`src/rtl/dpram_arbiter_pkg.sv`:
```
// Shared types and sizing for the dual-port RAM controller.
// Two-requester round-robin arbitration for both RAM ports.
package dpram_arbiter_pkg;

  localparam int RAM_WIDTH = 8;
  localparam int RAM_DEPTH = 16;
  localparam int ADDR_SIZE = 4;

  localparam logic [ADDR_SIZE-1:0] LAST_ADDR = ADDR_SIZE'(RAM_DEPTH - 1);

  typedef enum logic {
    INIT = 1'b0,
    RUN  = 1'b1
  } state_e;

  localparam logic REQ0 = 1'b0;
  localparam logic REQ1 = 1'b1;

endpackage

```
`src/rtl/dpram_arbiter_if.sv`:
```
// Client-side bundle of the controller: two writers, two readers, read return and busy.
// Clients use the master modport, the controller uses the slave modport.
interface dpram_arbiter_if;
  import dpram_arbiter_pkg::*;

  logic [1:0]           wr_req;
  logic [ADDR_SIZE-1:0] wr_addr0;
  logic [ADDR_SIZE-1:0] wr_addr1;
  logic [RAM_WIDTH-1:0] wr_data0;
  logic [RAM_WIDTH-1:0] wr_data1;
  logic [1:0]           wr_gnt;

  logic [1:0]           rd_req;
  logic [ADDR_SIZE-1:0] rd_addr0;
  logic [ADDR_SIZE-1:0] rd_addr1;
  logic [1:0]           rd_gnt;

  logic [RAM_WIDTH-1:0] rd_data;
  logic                 rd_valid;
  logic                 rd_id;
  logic                 busy;

  modport master (
    output wr_req, wr_addr0, wr_addr1, wr_data0, wr_data1,
    output rd_req, rd_addr0, rd_addr1,
    input  wr_gnt, rd_gnt, rd_data, rd_valid, rd_id, busy
  );

  modport slave (
    input  wr_req, wr_addr0, wr_addr1, wr_data0, wr_data1,
    input  rd_req, rd_addr0, rd_addr1,
    output wr_gnt, rd_gnt, rd_data, rd_valid, rd_id, busy
  );

endinterface

```
`src/rtl/dpram_arbiter_rr_arb2.sv`:
```
// Two-way round-robin arbiter: combinational one-hot grant, pointer names the
// requester that wins the next tie and moves to the loser after every grant.
module rr_arb2 (
  input  logic       clk,
  input  logic       rst,
  input  logic       en,
  input  logic [1:0] req,
  output logic [1:0] gnt
);

  logic ptr_r;

  // grant selection from the request pair and the tie-break pointer
  always_comb begin
    gnt = 2'b00;
    if (en) begin
      case (req)
        2'b01:   gnt = 2'b01;
        2'b10:   gnt = 2'b10;
        2'b11:   gnt = ptr_r ? 2'b10 : 2'b01;
        default: gnt = 2'b00;
      endcase
    end else begin
      gnt = 2'b00;
    end
  end

  // pointer moves to the requester that was not served
  always_ff @(posedge clk) begin
    if (rst) begin
      ptr_r <= 1'b0;
    end else if (gnt[0]) begin
      ptr_r <= 1'b1;
    end else if (gnt[1]) begin
      ptr_r <= 1'b0;
    end else begin
      ptr_r <= ptr_r;
    end
  end

endmodule

```
`src/rtl/dpram_arbiter.sv`:
```
// Owns a 16x8 dual-port RAM: zero-fills it after reset, then shares the write
// and read ports between two requesters each, returning read data with an ID.
module dpram_arbiter
  import dpram_arbiter_pkg::*;
(
  input  logic                 clk,
  input  logic                 rst,
  dpram_arbiter_if.slave       bus,
  output logic                 ram_write,
  output logic                 ram_read,
  output logic [ADDR_SIZE-1:0] ram_wr_addr,
  output logic [ADDR_SIZE-1:0] ram_rd_addr,
  output logic [RAM_WIDTH-1:0] ram_data_in,
  input  logic [RAM_WIDTH-1:0] ram_data_out
);

  state_e               state_r;
  logic [ADDR_SIZE-1:0] init_addr_r;
  logic                 run_s;

  logic [1:0]           wr_gnt_s;
  logic [1:0]           rd_gnt_s;
  logic [ADDR_SIZE-1:0] wr_addr_sel_s;
  logic [RAM_WIDTH-1:0] wr_data_sel_s;
  logic [ADDR_SIZE-1:0] rd_addr_sel_s;
  logic                 collide_s;

  logic                 rd_valid_r;
  logic                 rd_id_r;
  logic                 bypass_r;
  logic [RAM_WIDTH-1:0] bypass_data_r;

  assign run_s = (state_r == RUN);

  rr_arb2 u_wr_arb (
    .clk (clk),
    .rst (rst),
    .en  (run_s),
    .req (bus.wr_req),
    .gnt (wr_gnt_s)
  );

  rr_arb2 u_rd_arb (
    .clk (clk),
    .rst (rst),
    .en  (run_s),
    .req (bus.rd_req),
    .gnt (rd_gnt_s)
  );

  // select address/data of whichever requester holds each grant
  always_comb begin
    wr_addr_sel_s = bus.wr_addr0;
    wr_data_sel_s = bus.wr_data0;
    rd_addr_sel_s = bus.rd_addr0;
    if (wr_gnt_s[1]) begin
      wr_addr_sel_s = bus.wr_addr1;
      wr_data_sel_s = bus.wr_data1;
    end else begin
      wr_addr_sel_s = bus.wr_addr0;
      wr_data_sel_s = bus.wr_data0;
    end
    if (rd_gnt_s[1]) begin
      rd_addr_sel_s = bus.rd_addr1;
    end else begin
      rd_addr_sel_s = bus.rd_addr0;
    end
  end

  assign collide_s = (|wr_gnt_s) && (|rd_gnt_s) && (wr_addr_sel_s == rd_addr_sel_s);

  // RAM pin drive: zero-fill sweep during INIT, granted traffic during RUN
  always_comb begin
    ram_write   = 1'b0;
    ram_read    = 1'b0;
    ram_wr_addr = {ADDR_SIZE{1'b0}};
    ram_rd_addr = {ADDR_SIZE{1'b0}};
    ram_data_in = {RAM_WIDTH{1'b0}};
    if (state_r == INIT) begin
      ram_write   = 1'b1;
      ram_wr_addr = init_addr_r;
      ram_data_in = {RAM_WIDTH{1'b0}};
    end else begin
      ram_write   = |wr_gnt_s;
      ram_read    = |rd_gnt_s;
      ram_wr_addr = wr_addr_sel_s;
      ram_rd_addr = rd_addr_sel_s;
      ram_data_in = wr_data_sel_s;
    end
  end

  // controller FSM: fill sweep stops at the last word, RUN holds until reset
  always_ff @(posedge clk) begin
    if (rst) begin
      state_r     <= INIT;
      init_addr_r <= {ADDR_SIZE{1'b0}};
    end else begin
      case (state_r)
        INIT: begin
          if (init_addr_r == LAST_ADDR) begin
            state_r <= RUN;
          end else begin
            init_addr_r <= init_addr_r + {{(ADDR_SIZE-1){1'b0}}, 1'b1};
          end
        end
        RUN: begin
          state_r <= RUN;
        end
        default: begin
          state_r     <= INIT;
          init_addr_r <= {ADDR_SIZE{1'b0}};
        end
      endcase
    end
  end

  // one-deep read return stage; same-address write wins through the bypass
  always_ff @(posedge clk) begin
    if (rst) begin
      rd_valid_r    <= 1'b0;
      rd_id_r       <= REQ0;
      bypass_r      <= 1'b0;
      bypass_data_r <= {RAM_WIDTH{1'b0}};
    end else begin
      rd_valid_r    <= |rd_gnt_s;
      rd_id_r       <= rd_gnt_s[1] ? REQ1 : REQ0;
      bypass_r      <= collide_s;
      bypass_data_r <= collide_s ? wr_data_sel_s : bypass_data_r;
    end
  end

  assign bus.wr_gnt   = wr_gnt_s;
  assign bus.rd_gnt   = rd_gnt_s;
  assign bus.rd_valid = rd_valid_r;
  assign bus.rd_id    = rd_id_r;
  assign bus.rd_data  = bypass_r ? bypass_data_r : ram_data_out;
  assign bus.busy     = (state_r == INIT);

endmodule
```
`src/flat_wrapper.sv`:
```
// flat-port wrapper written by rule: the top's interface ports become plain ports
module dpram_arbiter_flat import dpram_arbiter_pkg::*;
  (clk, rst, ram_write, ram_read, ram_wr_addr, ram_rd_addr, ram_data_in, ram_data_out, bus_wr_req, bus_wr_addr0, bus_wr_addr1, bus_wr_data0, bus_wr_data1, bus_rd_req, bus_rd_addr0, bus_rd_addr1, bus_wr_gnt, bus_rd_gnt, bus_rd_data, bus_rd_valid, bus_rd_id, bus_busy);
  dpram_arbiter_if bus_i ();
  input  logic clk;
  input  logic rst;
  output logic ram_write;
  output logic ram_read;
  output logic [ADDR_SIZE-1:0] ram_wr_addr;
  output logic [ADDR_SIZE-1:0] ram_rd_addr;
  output logic [RAM_WIDTH-1:0] ram_data_in;
  input  logic [RAM_WIDTH-1:0] ram_data_out;
  input wire logic [$bits(bus_i.wr_req)-1:0] bus_wr_req;
  input wire logic [$bits(bus_i.wr_addr0)-1:0] bus_wr_addr0;
  input wire logic [$bits(bus_i.wr_addr1)-1:0] bus_wr_addr1;
  input wire logic [$bits(bus_i.wr_data0)-1:0] bus_wr_data0;
  input wire logic [$bits(bus_i.wr_data1)-1:0] bus_wr_data1;
  input wire logic [$bits(bus_i.rd_req)-1:0] bus_rd_req;
  input wire logic [$bits(bus_i.rd_addr0)-1:0] bus_rd_addr0;
  input wire logic [$bits(bus_i.rd_addr1)-1:0] bus_rd_addr1;
  output wire logic [$bits(bus_i.wr_gnt)-1:0] bus_wr_gnt;
  output wire logic [$bits(bus_i.rd_gnt)-1:0] bus_rd_gnt;
  output wire logic [$bits(bus_i.rd_data)-1:0] bus_rd_data;
  output wire logic [$bits(bus_i.rd_valid)-1:0] bus_rd_valid;
  output wire logic [$bits(bus_i.rd_id)-1:0] bus_rd_id;
  output wire logic [$bits(bus_i.busy)-1:0] bus_busy;
  assign bus_i.wr_req = bus_wr_req;
  assign bus_i.wr_addr0 = bus_wr_addr0;
  assign bus_i.wr_addr1 = bus_wr_addr1;
  assign bus_i.wr_data0 = bus_wr_data0;
  assign bus_i.wr_data1 = bus_wr_data1;
  assign bus_i.rd_req = bus_rd_req;
  assign bus_i.rd_addr0 = bus_rd_addr0;
  assign bus_i.rd_addr1 = bus_rd_addr1;
  assign bus_wr_gnt = bus_i.wr_gnt;
  assign bus_rd_gnt = bus_i.rd_gnt;
  assign bus_rd_data = bus_i.rd_data;
  assign bus_rd_valid = bus_i.rd_valid;
  assign bus_rd_id = bus_i.rd_id;
  assign bus_busy = bus_i.busy;
  dpram_arbiter u_core (.clk(clk), .rst(rst), .bus(bus_i), .ram_write(ram_write), .ram_read(ram_read), .ram_wr_addr(ram_wr_addr), .ram_rd_addr(ram_rd_addr), .ram_data_in(ram_data_in), .ram_data_out(ram_data_out));
endmodule
```
`config.mk`:
```
export PLATFORM = sky130hd
export DESIGN_NAME = dpram_arbiter_flat
export DESIGN_NICKNAME = d
export VERILOG_FILES = /design/src/rtl/dpram_arbiter_pkg.sv /design/src/rtl/dpram_arbiter_if.sv /design/src/rtl/dpram_arbiter_rr_arb2.sv /design/src/rtl/dpram_arbiter.sv /design/src/flat_wrapper.sv
export SDC_FILE = /design/constraint.sdc
export NUM_CORES = 1
export LEC_CHECK = 0
export CORE_ASPECT_RATIO = 1.2
export CORE_MARGIN = 2
export CORE_UTILIZATION = 45
export DETAILED_ROUTE_END_ITERATION = 12
export DONT_BUFFER_PORTS = 1
export PLACE_DENSITY = 0.59
export SETUP_SLACK_MARGIN = 0.15
export SYNTH_ARGS = -nofsm -noshare
export SYNTH_HDL_FRONTEND = slang
export SYNTH_SLANG_ARGS = --single-unit
```
`constraint.sdc`:
```
create_clock -name clk -period 4 [get_ports clk]
set_clock_uncertainty 0.1 [all_clocks]
set_input_delay 0.4 -clock clk [delete_from_list [all_inputs] [get_ports clk]]
set_output_delay 0.4 -clock clk [all_outputs]
set_load 0.01 [all_outputs]
```
Word-level counts from Yosys, hierarchy flattened

Index checks and enable logic that the tools add are counted.

Add/sub/neg operators: 1
Eq/ne operators: 8
Multiplexer cells: 22
Bitwise operators: 2
Reductions and logical operators: 7

Operators by type and width:

| kind                                                 | number |
|---|---|
| 2-to-1 mux 8 bit                                     | 3 |
| 2-to-1 mux 4 bit                                     | 4 |
| one-hot mux 2 bit (3 select lines)                   | 2 |
| equality test 2 bit (second input constant)          | 4 |
| 2-to-1 mux 1 bit                                     | 8 |
| 2-to-1 mux 2 bit                                     | 4 |
| adder 4 x 1 -> 4 bit (second input constant)         | 1 |
| equality test 2 x 1 -> 1 bit (second input constant) | 2 |
| equality test 4 bit                                  | 1 |
| equality test 4 bit (second input constant)          | 1 |
| nonzero test 2 bit                                   | 2 |
| OR reduction 2 bit                                   | 2 |
| logical AND 1 bit                                    | 2 |
| NOT 1 bit                                            | 2 |
| one-hot mux 1 bit (2 select lines)                   | 1 |
| AND reduction 2 bit                                  | 1 |

Register bits after elaboration: 18
Output and inout port bits: 33
Logic and storage cells: 48

Logic depth before layout (Yosys ltp)

Gate-level depths: netlist (run 1).

Word-level depth: 6
Depth in mapped cells: 8
Gate-level depth less buffers: 6

By module

Synthesis (run 1) repeated with hierarchy kept, for this count alone.

Cells, all modules: 128
Area total of the unflattened synthesis: 1,211.2 um2

By module, submodules not included:

| module        | times used | cells each | area an instance (um2) | sequential area each (um2) |
|---|---|---|---|---|
| dpram_arbiter | 1          | 112        | 1,101.1                | 320.3 |
| rr_arb2       | 2          | 8          | 55.1                   | 20.0 |

Worst setup path after synthesis (run 1)

Ideal clock, no wire load.

Path kind: input to register
Start point: in bus_wr_req[1]
End point: reg u_core.bypass_data_r[0]
Library setup time: 0.121 ns
Arrival: 2.133 ns
Required time: 3.779 ns
Path slack: 1.646 ns
Stages on the path: 8
Path buffers: 2
Path through: and2_1 > and2_1 > buf_2 > buf_6 > mux2i_1 > xor2_1 > nor4_4 > mux2_2

Longest elaborated chain between the ends: 6
Elaborated cells on any way between the ends: 11

RTL lines:

| item                                                                       | line                                     | source |
|---|---|---|
| start: declaration                                                         | flat_wrapper.sv:13                       | `input wire logic [$bits(bus_i.wr_req)-1:0] bus_wr_req;` |
| equality test 2 bit / equality test 2 x 1 -> 1 bit (equally long branches) | dpram_arbiter_rr_arb2.sv:17              | `case (req)` |
| one-hot mux 2 bit (3 select lines) (*)                                     | dpram_arbiter_rr_arb2.sv:17              |  |
| 2-to-1 mux 2 bit (*)                                                       | dpram_arbiter_rr_arb2.sv:16              | `if (en) begin` |
| named net bus_wr_gnt[1]                                                    | flat_wrapper.sv:21                       | `output wire logic [$bits(bus_i.wr_gnt)-1:0] bus_wr_gnt;` |
| 2-to-1 mux 4 bit / OR reduction 2 bit (equally long branches)              | dpram_arbiter.sv:56, dpram_arbiter.sv:70 |  |
| equality test 4 bit / logical AND 1 bit (equally long branches)            | dpram_arbiter.sv:70                      | `assign collide_s = (\|wr_gnt_s) && (\|rd_gnt_s) && (wr_addr_sel_s == rd_addr_sel_s);` |
| logical AND 1 bit                                                          | dpram_arbiter.sv:70                      |  |
| end signal: assignment                                                     | dpram_arbiter.sv:123                     | `bypass_data_r <= {RAM_WIDTH{1'b0}};` |
| end signal: assignment                                                     | dpram_arbiter.sv:128                     | `bypass_data_r <= collide_s ? wr_data_sel_s : bypass_data_r;` |
| end: declaration                                                           | dpram_arbiter.sv:31                      | `logic [RAM_WIDTH-1:0] bypass_data_r;` |

Mark *: on every way through the listed nets, which the timed path passes. The rest lies on a longest branch.
A chain may end at the register's enable or synchronous reset.

Final worst setup path (run 1)

Start point: reg u_core.state_r, in the netlist u_core.run_s
End point: reg u_core.bypass_data_r[5]

Longest elaborated chain between the ends: 4
Elaborated cells on any way between the ends: 10

RTL lines:

| item                                                            | line                        | source |
|---|---|---|
| start: declaration                                              | dpram_arbiter.sv:17         | `state_e state_r;` |
| start signal: assignment                                        | dpram_arbiter.sv:95         | `state_r <= INIT;` |
| start signal: assignment                                        | dpram_arbiter.sv:101        | `state_r <= RUN;` |
| start signal: assignment                                        | dpram_arbiter.sv:107        | `state_r <= RUN;` |
| 2-to-1 mux 2 bit                                                | dpram_arbiter_rr_arb2.sv:16 |  |
| 2-to-1 mux 4 bit, or another cell as far along                  | dpram_arbiter.sv:56         | `if (wr_gnt_s[1]) begin` |
| equality test 4 bit / logical AND 1 bit (equally long branches) | dpram_arbiter.sv:70         |  |
| logical AND 1 bit                                               | dpram_arbiter.sv:70         |  |

Parallel ways exist; a longest one is shown, timed or not.

==> results of run 1 <==
==> power by group through the flow <==
stage / registers [mW] / clock network [mW] / logic (mW)
detailed placement: 0.189 / 0 / 0.0346
global placement: 0.189 / 0 / 0.0335
CTS: 0.185 / 0.0951 / 0.0348
finish: 0.185 / 0.0899 / 0.0342
global route: 0.185 / 0.100 / 0.0384
floorplan: 0.188 / 0 / 0.0319
==> through the flow <==
step,hold slack [ns],instances,util (%),power [mW]
CTS,0.0502,169,48.7,0.315
floorplan,0.352,140,-,0.220
global route,0.0465,169,48.7,0.324
global placement,0.375,166,47.8,0.222
finish,0.0660,169,48.7,0.309
detailed placement,0.377,166,47.8,0.223
==> sequential cells by signal, indices dropped and copies added (netlist names) <==
signal / count
u_core.bypass_data_r: 8
u_core.bus.rd_valid: 1
u_core.u_wr_arb.ptr_r: 1
u_core.bus.rd_id: 1
u_core.u_rd_arb.ptr_r: 1
u_core.bypass_r: 1
u_core.run_s: 1
u_core.init_addr_r: 4
==> worst max path at each step <==
stage | startpoint | to | slack (ns) | depth (start not counted)
floorplan | bus_wr_req[1] | u_core.bypass_data_r[0] | 1.65 | 8
global placement | u_core.run_s | u_core.bypass_data_r[5] | 1.02 | 7
detailed placement | u_core.run_s | u_core.bypass_data_r[6] | 0.97 | 7
CTS | u_core.run_s | u_core.bypass_data_r[5] | 0.96 | 7
global route | u_core.run_s | u_core.bypass_data_r[1] | 0.78 | 7
finish | u_core.run_s | u_core.bypass_data_r[5] | 1.03 | 7
==> worst max-delay path, stage by stage, from the launching register on <==
cell and delay [ns]:
dfxtp_1 0.69, and2_1 0.25, and2_1 0.13, buf_4 0.24
mux2i_1 0.34, xor2_1 0.15, nor4_4 0.56, mux2_2 0.39
==> area by class of cell <==
cell class / count / share of cell area [%]
inverter: 3 / 0.915
multi-input combinational: 111 / 64.0
tap: 33 / 3.35
clock buffer: 3 / 1.83
sequential: 18 / 29.3
timing repair buffer: 1 / 0.610
==> cell usage in the layout, fill, tap and decap left out, drive strengths merged <==
master	count
xor2	4
mux2	16
a21oi	9
a21boi	1
nand4	1
or4b	1
and2	3
a31oi	1
nor3	2
dfxtp	18
inv	3
nor2	29
nand2	4
o21ai	4
nor2b	10
xnor2	1
nand2b	1
and3	1
o211ai	1
nand3b	1
nor4	1
nor4b	1
ha	1
buf	1
a211oi	3
clkbuf	3
mux2i	15
==> cell families after synthesis <==
group                    count (synthesis)
buffers and inverters                   11
adder cells (fa/ha/maj)                  1
flip-flops                              18
multiplexers                            31
AND/OR/NAND/NOR                         55
XOR/XNOR                                 5
AO/OA/AOI/OAI                           19
==> metal layers <==
layer | global-route usage, % | vias up
met5 | 0 | -
met4 | 8.11 | 0
met3 | 3.69 | 2
met2 | 31.2 | 47
met1 | 21.4 | 430
li1 | - | 478
==> metrics.cfg, run 1 <==
[timing]
setup_viol = 0
worstMarginPinSlew_ns = 0.566
rsz0062_at_grt = false
setup_slack_ns = 1.03
fmax_ghz = 0.337
hold_viol = 0
period_minus_slack_ns = 2.97
fin_crit_sh_pct = 74.2
timing.final.max_slew_violations = 0
slew_headroom_pct = 62.0
fin_setup_tns_ns = 0

[detailed_routing]
wl_per_cell_um = 16.1
ant_nets = 0
routed_via_density = 5.66
wl_met1_um = 1060
drcViolationCount = 0
wl_met2_um = 1370
drtIter0Drc = 12
wl_met3_um = 279
vias = 957
totalWireLength_um = 2720
top_layer_used = met4
firstDrtPassIters = 4

[floorplan]
initial_core_util_pct = 47.6
dieArea_mm2 = 0.00310
io_pins = 79
die_h_um = 60.6
rows = 20
die_x_um = 51.2
core_area_mm2 = 0.00253

[logic_synthesis]
ys_seq_area_share_pct = 30.0
synth_top_family_by_area = multiplexers
synthCells = 140
syn_area_per_cell_um2 = 8.59
synth-simple-area-share_pct = 24.3
netlist_area_mm2 = 0.00120
synth.most_common_cell = nor2_1
ys_seq_elements = 18
yosys_warnings = 0
ys_types = 34
synth_edf_count = 0
synth_compound_area_share_pct = 9.05
synth_xor_area_share_pct = 3.64
async_flop_share_pct = 0
ys.flop_type = dfxtp_1
synth_top_cell_area_share_pct = 30.0
synth_largest_area_cell = dfxtp_1
synth_adder_area_share_pct = 1.04
synth_commonest_cells = nor2_1 (28), dfxtp_1 (18), mux2_2 (16)
ys_top_cells_by_area = dfxtp_1 (30%), mux2_2 (15%), mux2i_1 (12%)
synth.net_count = 187
post_synth_mux_area_share_pct = 27.5

[placement]
dpl_worst_slack_ns = 0.972
dp_hpwl_um = 2090
placed_area_mm2 = 0.00121
port_buffers = 0
place_congestion = 0.753

[worst_setup_path]
reg2reg_setup_slack_ns = 1.03
reg2reg_to = u_core.bypass_data_r[5]
critical_path_class = reg2reg
crit_path_end_kind = flop
cp_max_fo = 20
worst_ep_arrival_time_ns = 3.05
start_kind = flop
r2r_start = u_core.run_s
crit_required_ns = 4.08
reg2regPathDepth = 7

[worst_hold_path]
hp-start = rst
hp-class = in2reg
hold_end = u_core.bypass_r
whs_path_depth = 1

[final_layout]
drive_gt1_share_pct = 18.4
fin_nets = 185
regArea_um2 = 360
design_area_mm2 = 0.00123
multi_input_area_um2 = 788
fillers = 269
area_growth_pct = 2.39
antenna_cells = 0

[clocking]
cts_tree = built
clk_transition_reported_paths_ns = 0.11
root_buffer = clkbuf_4
cts_made_buffers = 3
hold_buffers = 0
clk_latency_ns = 0.29
cts.repair.resized = 0
cts_buffer_depth = 2
clock_sinks = 18
post_cts_buffers = 0
htree_levels = 1

[pwr]
leakage_nw = 0.438
p_per_area_mw_per_mm2 = 251
clock_power_share_pct = 29.1
p_int_mw = 0.231
switchingPower_mw = 0.0775
vdd_ir_drop_max_mv = 0.176
switching_share_pct = 25.1
comb_power_share_pct = 11.1
seq_power_share_pct = 59.8

[grt]
grt_pass1_vias = 932
grt_antenna_before_repair = 0
grt_overflow = 0
grt_pass1_wl_um = 4180
grt_max_degree = 27
grt.total_usage_pct = 17.9

[status]
status = complete, no violations

[run]
drv_cap = 0

No activity file was read; power rests on OpenSTA's default activity.
==> inputs of run 2 (changes only) <==
--- a/config.mk
+++ b/config.mk
@@ -5,12 +5,13 @@
 export SDC_FILE = /design/constraint.sdc
 export NUM_CORES = 1
 export LEC_CHECK = 0
+export ABC_AREA = 1
 export CORE_ASPECT_RATIO = 1.2
 export CORE_MARGIN = 2
 export CORE_UTILIZATION = 45
 export DETAILED_ROUTE_END_ITERATION = 12
 export DONT_BUFFER_PORTS = 1
-export PLACE_DENSITY = 0.59
+export PLACE_DENSITY = 0.61
 export SETUP_SLACK_MARGIN = 0.15
 export SYNTH_ARGS = -nofsm -noshare
 export SYNTH_HDL_FRONTEND = slang
==> constraint.sdc (replaced) <==
create_clock -name clk -period 2.5 [get_ports clk]
set_clock_uncertainty 0.1 [all_clocks]
set_input_delay 0.25 -clock clk [delete_from_list [all_inputs] [get_ports clk]]
set_output_delay 0.25 -clock clk [all_outputs]
set_load 0.01 [all_outputs]
==> metrics.cfg, run 2 <==
[logic_synthesis]
ys_top_cells_by_area = dfxtp_1 (25%), nand2_1 (13%), nor2_1 (9.4%)  ; was dfxtp_1 (30%), mux2_2 (15%), mux2i_1 (12%)
ys_seq_area_share_pct = 25.2  ; was 30.0%
synth_top_cell_area_share_pct = 25.2  ; was 30.0%
yosys_warnings = 0  ; unchanged
ys_types = 25  ; was 34
synth_edf_count = 0  ; unchanged
ys.flop_type = dfxtp_1  ; unchanged
synth.most_common_cell = nand2_1  ; was nor2_1
netlist_area_mm2 = 0.00143  ; was 0.00120 mm²
syn_area_per_cell_um2 = 6.42  ; was 8.59 µm²
synth_adder_area_share_pct = 0.873  ; was 1.04%
post_synth_mux_area_share_pct = 5.59  ; was 27.5%
synth.net_count = 270  ; was 187
synthCells = 223  ; was 140
async_flop_share_pct = 0  ; unchanged
synth_largest_area_cell = dfxtp_1  ; unchanged
synth_top_family_by_area = simple AND/OR/NAND/NOR gates  ; was multiplexers
synth_xor_area_share_pct = 0  ; was 3.64%
synth_compound_area_share_pct = 9.34  ; was 9.05%
synth-simple-area-share_pct = 45.6  ; was 24.3%
ys_seq_elements = 18  ; unchanged
synth_commonest_cells = nand2_1 (50), nor2_1 (36), inv_1 (34)  ; was nor2_1 (28), dfxtp_1 (18), mux2_2 (16)

[timing]
rsz0062_at_grt = false  ; unchanged
fin_setup_tns_ns = 0  ; unchanged
fmax_ghz = 0.480
period_minus_slack_ns = 2.08
timing.final.max_slew_violations = 0  ; unchanged
worstMarginPinSlew_ns = 0.649  ; was 0.566 ns
hold_viol = 0  ; unchanged
setup_viol = 0  ; unchanged
fin_crit_sh_pct = 83.3
whs_ns = 0.0500  ; was 0.0660 ns
slew_headroom_pct = 56.7  ; was 62.0%

[worst_setup_path]
startpoint = u_core.run_s  ; unchanged
cp_max_fo = 21  ; was 20
cpPeakStageDelay_ns = 0.55  ; was 0.69 ns
crit_required_ns = 2.15  ; was 4.08 ns
path_cells = inv_1, o21ai_0  ; was and2_1, and2_1, buf_4, mux2i_1, xor2_1, nor4_4, mux2_2
start_kind = flop  ; unchanged
worst_ep_arrival_time_ns = 1.73  ; was 3.05 ns
cp_slowest_cell = dfxtp_1  ; unchanged
reg2reg_setup_slack_ns = 0.59  ; was 1.03 ns
critical_path_class = reg2out  ; was reg2reg
r2r_start = u_core.run_s  ; unchanged
crit_path_end_kind = primary output  ; was flop
reg2regPathDepth = 12  ; was 7

[placement]
numPlacedInstances = 252  ; was 166
dp_hpwl_um = 2640  ; was 2090 µm
place_congestion = 0.798  ; was 0.753
port_buffers = 0  ; unchanged
placed_area_mm2 = 0.00144  ; was 0.00121 mm²

[clocking]
htree_levels = 1  ; unchanged
clk_latency_ns = 0.28  ; was 0.29 ns
root_buffer = clkbuf_4  ; unchanged
cts_tree = built  ; unchanged
clk_transition_reported_paths_ns = 0.09  ; was 0.11 ns
hold_buffers = 1  ; was 0
post_cts_buffers = 0  ; unchanged
cts_made_buffers = 3  ; unchanged
cts.repair.resized = 0  ; unchanged
clock_sinks = 18  ; unchanged
cts_buffer_depth = 2  ; unchanged

[final_layout]
fillers = 329  ; was 269
design_area_mm2 = 0.00147  ; was 0.00123 mm²
layout_common_cells = nand2_1 (50), nor2_1 (36), inv_1 (34), a21oi_1 (18), dfxtp_1 (18)  ; was nor2_1 (28), dfxtp_1 (18), mux2_2 (16), mux2i_1 (15)
top_register = u_core.bypass_data_r  ; unchanged
finish.utilization_pct = 48.1  ; was 48.7%
drive_gt1_share_pct = 11.8  ; was 18.4%
stdcell_count = 256  ; was 169
fin_nets = 269  ; was 185
area_growth_pct = 2.53  ; was 2.39%
mostFrequentLayoutCell = nand2_1  ; was nor2_1
reg.largest.list = u_core.bypass_data_r x8, u_core.init_addr_r x4  ; unchanged
antenna_cells = 0  ; unchanged
largest_reg_flops = 8  ; unchanged

[pwr]
p_per_area_mw_per_mm2 = 350  ; was 251 mW/mm²
p_int_mw = 0.375  ; was 0.231 mW
comb_power_share_pct = 16.2  ; was 11.1%
seq_power_share_pct = 57.5  ; was 59.8%
clock_power_share_pct = 26.3  ; was 29.1%
vdd_ir_drop_max_mv = 0.266  ; was 0.176 mV
switchingPower_mw = 0.140  ; was 0.0775 mW
leakage_nw = 0.770  ; was 0.438 nW
switching_share_pct = 27.2  ; was 25.1%

[grt]
grt_pass1_vias = 1292  ; was 932
busiest_layer = met2  ; unchanged
grt_antenna_before_repair = 0  ; unchanged
grt_pass1_wl_um = 5360  ; was 4180 µm
use_met1_pct = 18.5  ; was 21.4%
grt.total_usage_pct = 18.3  ; was 17.9%
grt_max_degree = 22  ; was 27
grtUsageMet3_pct = 6.46  ; was 3.69%
grt_overflow = 0  ; unchanged
use_met2_pct = 35.6  ; was 31.2%

[floorplan]
core_area_mm2 = 0.00306  ; was 0.00253 mm²
rows = 22  ; was 20
die_h_um = 65.8  ; was 60.6 µm
io_pins = 79  ; unchanged
die_x_um = 55.5  ; was 51.2 µm
dieArea_mm2 = 0.00365  ; was 0.00310 mm²
initial_core_util_pct = 46.9  ; was 47.6%

[worst_hold_path]
hp-class = in2reg  ; unchanged
whs_path_depth = 2  ; was 1
hp-start = bus_rd_req[1]  ; was rst

[detailed_routing]
totalWireLength_um = 3170  ; was 2720 µm
routed_via_density = 5.17  ; was 5.66
firstDrtPassIters = 4  ; unchanged
drtIter0Drc = 26  ; was 12
ant_nets = 0  ; unchanged
vias = 1323  ; was 957
drcViolationCount = 0  ; unchanged
wl_per_cell_um = 12.4  ; was 16.1 µm

[run]
drv_cap = 0  ; unchanged

[status]
status = complete, no violations  ; unchanged

[run 2: worst max-delay path, delay by kind of cell (launching register included)]
kind | cells | cell delay [ns]
flip-flops | 1 | 0.55
AO/OA/AOI/OAI | 1 | 0.49
buffers and inverters | 1 | 0.40
[run 2: final timing paths]
kind | endpoint
hold / removal | u_core.bus.rd_valid
hold reg to reg | u_core.init_addr_r[3]
setup reg to reg | u_core.bypass_data_r[4]
setup / recovery | ram_wr_addr[0]
[run 2: through the flow]
step / worst slack, ns / power [mW]
after detailed placement: 0.618 / 0.384
after CTS: 0.386 / 0.522
final: 0.418 / 0.515
after global routing: 0.240 / 0.551
after global placement: 0.677 / 0.383
after floorplan: 0.994 / 0.373
[run 2: power by group through the flow]
stage	Sequential [mW]	Combinational, mW	Clock (mW)
2_1_floorplan	0.301	0.0719	0
5_1_grt	0.296	0.0955	0.159
3_5_place_dp	0.302	0.0818	0
3_3_place_gp	0.302	0.0806	0
6_report	0.296	0.0836	0.135
4_1_cts	0.296	0.0852	0.141
[run 2: layer usage]
layer	wire length, µm	vias up
met1	1210	569
met3	305	4
met4	36	0
met5	0	-
met2	1620	61
li1	-	689
[run 2: kinds of logic after synthesis]
kind of cell               Yosys count
AOI/OAI and AO/OA                   26
adders and majority gates            1
buffers and inverters               44
DFF                                 18
muxes                                8
and+or+nand+nor                    126
[run 2: area by class of cell]
| class | instances | area, µm² | area share (%) |
|---|---|---|---|
| Tap cell | 36 | 45.0 | 3.07 |
| Sequential cell | 18 | 360 | 24.5 |
| Clock buffer | 3 | 22.5 | 1.53 |
| Timing Repair Buffer | 1 | 10.0 | 0.681 |
| Inverter | 37 | 151 | 10.3 |
| Multi-Input combinational cell | 161 | 880 | 59.9 |
